--- config.mk ---
export PLATFORM = sky130hd
export DESIGN_NAME = irq_priority_ctrl
export DESIGN_NICKNAME = d
export VERILOG_FILES = /design/src/rtl/irq_priority_ctrl.sv
export SDC_FILE = /design/constraint.sdc
export NUM_CORES = 1
export LEC_CHECK = 0
export CAP_MARGIN = 20
export CORE_MARGIN = 2
export CORE_UTILIZATION = 35
export CTS_CLUSTER_DIAMETER = 120
export DETAILED_ROUTE_END_ITERATION = 8
export GPL_TIMING_DRIVEN = 1
export PLACE_DENSITY = 0.6
export SKIP_CTS_REPAIR_TIMING = 1
export SYNTH_ARGS = -nofsm -noshare
export SYNTH_HDL_FRONTEND = slang
export SYNTH_SLANG_ARGS = --single-unit
--- constraint.sdc ---
create_clock -name clk -period 1.8 [get_ports clk]
set_input_delay 0.36 -clock clk [delete_from_list [all_inputs] [get_ports clk]]
set_output_delay 0.36 -clock clk [all_outputs]
set_load 0.03 [all_outputs]
--- src/rtl/irq_priority_ctrl.sv ---
// Priority interrupt controller: edge capture, mask/enable, INT/NMI handshake.
// Define IRQ_ROUND_ROBIN_EN for rotating priority instead of fixed priority.
module irq_priority_ctrl #(
   parameter int unsigned      NUM_IRQ     = 8,
   parameter int unsigned      VEC_W       = 8,
   parameter logic [VEC_W-1:0] BASE_VECTOR = VEC_W'('h20),
   parameter logic [VEC_W-1:0] NMI_VECTOR  = VEC_W'('h02)
) (
   input  logic               clk,
   input  logic               rst_n,
   input  logic [NUM_IRQ-1:0] irq_in,
   input  logic               nmi_in,
   input  logic [NUM_IRQ-1:0] irq_mask,
   input  logic               int_en,
   output logic               cpu_int,
   output logic               cpu_nmi,
   input  logic               cpu_ina,
   input  logic               cpu_eoi,
   output logic [VEC_W-1:0]   vector,
   output logic               busy,
   output logic [NUM_IRQ-1:0] pending
);

   localparam int unsigned IW = (NUM_IRQ > 1) ? $clog2(NUM_IRQ) : 1;

   localparam logic [2:0] S_IDLE  = 3'd0;
   localparam logic [2:0] S_REQ   = 3'd1;
   localparam logic [2:0] S_SERV  = 3'd2;
   localparam logic [2:0] S_NREQ  = 3'd3;
   localparam logic [2:0] S_NSERV = 3'd4;

   logic [2:0]         r_state;
   logic [NUM_IRQ-1:0] r_irq_prev;
   logic [NUM_IRQ-1:0] r_pend;
   logic               r_nmi_prev;
   logic               r_nmi_p;
   logic               r_armed;
   logic               r_src_nmi;
   logic [IW-1:0]      r_chan;
   logic [VEC_W-1:0]   r_vec;
   logic [VEC_W-1:0]   r_save_vec;
   logic               r_int;
   logic               r_nmi;
   logic               r_busy;

   logic [NUM_IRQ-1:0] w_edge;
   logic [NUM_IRQ-1:0] w_elig;
   logic [NUM_IRQ-1:0] w_pclr;
   logic               w_nmi_edge;
   logic               w_nmi_clr;
   logic               w_ack_m;
   logic [IW-1:0]      w_win;
   logic               w_any;

   // Lines already high when reset releases are levels, not fresh edges.
   assign w_edge     = irq_in & ~r_irq_prev & {NUM_IRQ{r_armed}};
   assign w_nmi_edge = nmi_in & ~r_nmi_prev & r_armed;
   assign w_elig     = r_pend & ~irq_mask & {NUM_IRQ{int_en}};
   assign w_ack_m    = (r_state == S_REQ) & cpu_ina & ~r_src_nmi;
   assign w_pclr     = w_ack_m ? (NUM_IRQ'(1) << r_chan) : '0;
   assign w_nmi_clr  = cpu_ina & (((r_state == S_REQ) & r_src_nmi)
                                  | (r_state == S_NREQ));

`ifdef IRQ_ROUND_ROBIN_EN
   logic [IW-1:0] r_ptr;

   always_ff @(posedge clk or negedge rst_n) begin
      if (!rst_n)
         r_ptr <= IW'(NUM_IRQ - 1);
      else if (w_ack_m)
         r_ptr <= r_chan;
   end

   // Walk backwards so the closest channel after the pointer wins.
   always_comb begin
      w_win = '0;
      w_any = 1'b0;
      for (int k = int'(NUM_IRQ) - 1; k >= 0; k--) begin
         if (w_elig[IW'((int'(r_ptr) + 1 + k) % int'(NUM_IRQ))]) begin
            w_win = IW'((int'(r_ptr) + 1 + k) % int'(NUM_IRQ));
            w_any = 1'b1;
         end
      end
   end
`else
   always_comb begin
      w_win = '0;
      w_any = 1'b0;
      for (int i = int'(NUM_IRQ) - 1; i >= 0; i--) begin
         if (w_elig[i]) begin
            w_win = IW'(i);
            w_any = 1'b1;
         end
      end
   end
`endif

   always_ff @(posedge clk or negedge rst_n) begin
      if (!rst_n) begin
         r_irq_prev <= '0;
         r_nmi_prev <= 1'b0;
         r_armed    <= 1'b0;
         r_pend     <= '0;
         r_nmi_p    <= 1'b0;
      end else begin
         r_irq_prev <= irq_in;
         r_nmi_prev <= nmi_in;
         r_armed    <= 1'b1;
         r_pend     <= (r_pend & ~w_pclr) | w_edge;
         r_nmi_p    <= (r_nmi_p & ~w_nmi_clr) | w_nmi_edge;
      end
   end

   always_ff @(posedge clk or negedge rst_n) begin
      if (!rst_n) begin
         r_state    <= S_IDLE;
         r_src_nmi  <= 1'b0;
         r_chan     <= '0;
         r_vec      <= '0;
         r_save_vec <= '0;
         r_int      <= 1'b0;
         r_nmi      <= 1'b0;
         r_busy     <= 1'b0;
      end else begin
         case (r_state)
            S_IDLE: begin
               if (r_nmi_p) begin
                  r_state   <= S_REQ;
                  r_src_nmi <= 1'b1;
                  r_vec     <= NMI_VECTOR;
                  r_nmi     <= 1'b1;
               end else if (w_any) begin
                  r_state   <= S_REQ;
                  r_src_nmi <= 1'b0;
                  r_chan    <= w_win;
                  r_vec     <= BASE_VECTOR + VEC_W'(w_win);
                  r_int     <= 1'b1;
               end
            end
            S_REQ: begin
               if (cpu_ina) begin
                  r_state <= S_SERV;
                  r_int   <= 1'b0;
                  r_nmi   <= 1'b0;
                  r_busy  <= 1'b1;
               end
            end
            S_SERV: begin
               if (cpu_eoi) begin
                  r_state <= S_IDLE;
                  r_busy  <= 1'b0;
                  r_vec   <= '0;
               end else if (!r_src_nmi && r_nmi_p) begin
                  r_state    <= S_NREQ;
                  r_save_vec <= r_vec;
                  r_vec      <= NMI_VECTOR;
                  r_nmi      <= 1'b1;
               end
            end
            S_NREQ: begin
               if (cpu_ina) begin
                  r_state <= S_NSERV;
                  r_nmi   <= 1'b0;
               end
            end
            S_NSERV: begin
               if (cpu_eoi) begin
                  r_state <= S_SERV;
                  r_vec   <= r_save_vec;
               end
            end
            default: r_state <= S_IDLE;
         endcase
      end
   end

   assign cpu_int = r_int;
   assign cpu_nmi = r_nmi;
   assign vector  = r_vec;
   assign busy    = r_busy;
   assign pending = r_pend;

endmodule
==> flow_summary.json <==
{
  "status": "finished clean",
  "vias": 1668,
  "clk_pin_slew_ps": 80,
  "p_sw_mw": 1.56,
  "clockRootBuffer": "clkbuf_8",
  "cp_data_required_time_ps": 1990,
  "sequentialPowerShare_pct": 37.4,
  "yosys_warnings": 0,
  "fp.coreArea_sq_mm": 0.00589,
  "drt-total-wl_um": 4810,
  "final_common_cell": "dfrtp_1",
  "routed_via_density": 4.88,
  "power_mw": 4.15,
  "final.setup.tns_ps": 0,
  "setup-violations-final": 0,
  "synth_edf_count": 0,
  "ff_latch_area_sq_mm": 0.00113,
  "worstSkewPairLatency_ps": 300,
  "final_cell_area_sq_mm": 0.00294,
  "finalMaxSlewViolations": 0,
  "worstPathArrival_ps": 1940,
  "multi_input_area_sq_um": 935,
  "drc": 0,
  "grt_pass1_vias": 1683,
  "synth_ff_type": "dfrtp_1",
  "fin_crit_ps": 1750,
  "postRouteAntennaNets": 0,
  "peakVddDrop_v": 0.000580,
  "dr.pass1.iters": 4,
  "clock_path_buffers": 2,
  "place_area_sq_mm": 0.00279,
  "n_fill_cell": 539,
  "combPwrFrac_pct": 43.3,
  "synth_cell_types": 44,
  "skew_ps": 2.39,
  "worstSetupPathType": "input port to flop",
  "place_congestion": 0.879,
  "die_y_um": 81.9,
  "n_antenna_cell": 0,
  "hp-class": "flop to flop",
  "grt_max_degree": 17,
  "post-place-cells": 333,
  "hold_ws_ps": 448,
  "power.leakage_nw": 1.28,
  "final_cell_mix": "dfrtp_1, clkdlybuf4s50_1, buf_4",
  "io_pins": 41,
  "startpoint_type": "input port",
  "dieArea_sq_mm": 0.00671,
  "dp_worst_setup_slack_ps": -322,
  "worstRegToRegCells": 6,
  "cts_buffers": 5,
  "drt_iter0_drc": 96,
  "synth_area_per_cell_sq_um": 10.8,
  "synth_cells": 197,
  "htreeDepth": 2,
  "fp.dieW_um": 81.9,
  "nNetsFinal": 288,
  "cts_sinks": 45,
  "p_per_area_mw_per_mm2": 1410,
  "drive_above_1_share_pct": 23.6,
  "final_cells": 342,
  "fin_ws_ps": 52.0,
  "hold_viol": 0,
  "grt_first_pass_wirelength_um": 7980,
  "drv_cap": 0,
  "wl_per_cell_um": 14.1,
  "intPower_mw": 2.59,
  "syn_to_final_growth_pct": 38.1,
  "initial_utilization_pct": 36.1,
  "rsz0062_at_grt": "no",
  "io_buffers": 40,
  "post-route-period-util_pct": 97.1,
  "sw_frac_of_total_pct": 37.7,
  "syn_area_sq_mm": 0.00213,
  "dp_hpwl_um": 3720,
  "clockPowerShare_pct": 19.3,
  "antenna_found_initial": 0,
  "crit_path_end_kind": "flop",
  "seq_area_frac_synth_pct": 53.0,
  "critPathMaxFanout": 5,
  "async_flop_share_pct": 100,
  "cts_tree": "done",
  "overflow": 0,
  "max_freq_ghz": 0.572,
  "finish.utilization_pct": 49.9,
  "grt_util_all_layers_pct": 15.8,
  "yosys_register_bits": 45,
  "num_rows": 28,
  "hold_depth": 1,
  "synth_nets": 219
}
==> flip-flops by register name, summed over array words and instances (netlist names) <==
| name | count |
|---|---|
| r_irq_prev | 8 |
| pending | 8 |
| r_state | 3 |
| r_src_nmi | 1 |
| r_chan | 3 |
| r_save_vec | 8 |
| r_nmi_p | 1 |
| r_armed | 1 |
| r_nmi_prev | 1 |
| busy | 1 |
| cpu_nmi | 1 |
| vector | 8 |
| cpu_int | 1 |
==> routing by layer <==
metal,up-vias,track usage [%],part of all wire (%)
met1,806,21.7,49
li1,839,-,-
met4,0,5.50,1.0
met5,-,0,0
met3,4,3.30,2.0
met2,19,24.6,48
==> logic make-up (layout without fill, tap and decap cells) <==
| group | Yosys count | after routing | share of synthesized area [%] |
|---|---|---|---|
| other cells | 1 | 1 | 0.176 |
| mux | 11 | 11 | 6.36 |
| compound gates | 58 | 58 | 17.8 |
| simple gates | 68 | 68 | 19.1 |
| flops | 45 | 45 | 53.0 |
| buf+inv | 13 | 83 | 3.18 |
| xor+xnor | 1 | 1 | 0.412 |
==> power groups by stage <==
stage	Sequential (mW)	Clock, mW	Combinational (mW)
6_report	1.55	0.802	1.80
5_1_grt	1.60	0.862	1.97
4_1_cts	1.55	0.824	1.81
3_5_place_dp	1.57	0	1.80
3_3_place_gp	1.56	0	1.79
2_1_floorplan	1.66	0	0.977
==> synthesized netlist by cell type, types with 2 or more instances <==
cell type   n  area share [%]
nor3_1      5             1.2
buf_2       3            0.71
a22o_1      5             2.1
o31ai_1     2            0.71
nor2_1      8             1.4
nand2_1    21             3.7
nor2b_1     7             2.1
buf_4       2            0.71
mux2_4      3             2.1
buf_1       2            0.35
mux2_2      7             3.7
inv_1       5            0.88
nand3b_1    9             3.2
a31oi_1     2            0.59
o21ai_2     2            0.82
o22ai_1     2            0.59
o21ai_0    21             4.9
o21ai_1     2            0.47
nand2b_1    8             2.4
o21a_1      3             1.1
a21oi_1    11             2.6
dfrtp_1    45              53
==> layout make-up <==
| class | count | area share [%] |
|---|---|---|
| sequential | 45 | 38.6 |
| multi-input combinational | 139 | 31.8 |
| timing repair buffer | 70 | 21.7 |
| tap | 75 | 3.20 |
| clock buffer | 6 | 2.81 |
| clock inverter | 2 | 1.28 |
| inverter | 5 | 0.639 |
==> path summary, 6_finish.rpt <==
path | slack (ps) | startpoint | end
max | 50 | irq_mask[7] | vector[0]
min | 450 | r_irq_prev[6] | pending[6]
max reg2reg | 60 | pending[7] | vector[0]
min reg2reg | 450 | r_irq_prev[6] | pending[6]
max in group asynchronous | 810 | rst_n | busy
min in group asynchronous | 480 | rst_n | pending[3]
==> critical path: stages <==
cell and delay, ps:
clkdlybuf4s50_1 460, nor2b_1 70, o41ai_2 330, buf_4 180, nand4_4 110, nand3_4 130
mux2_4 310
No activity file was read; power rests on OpenSTA's default activity.
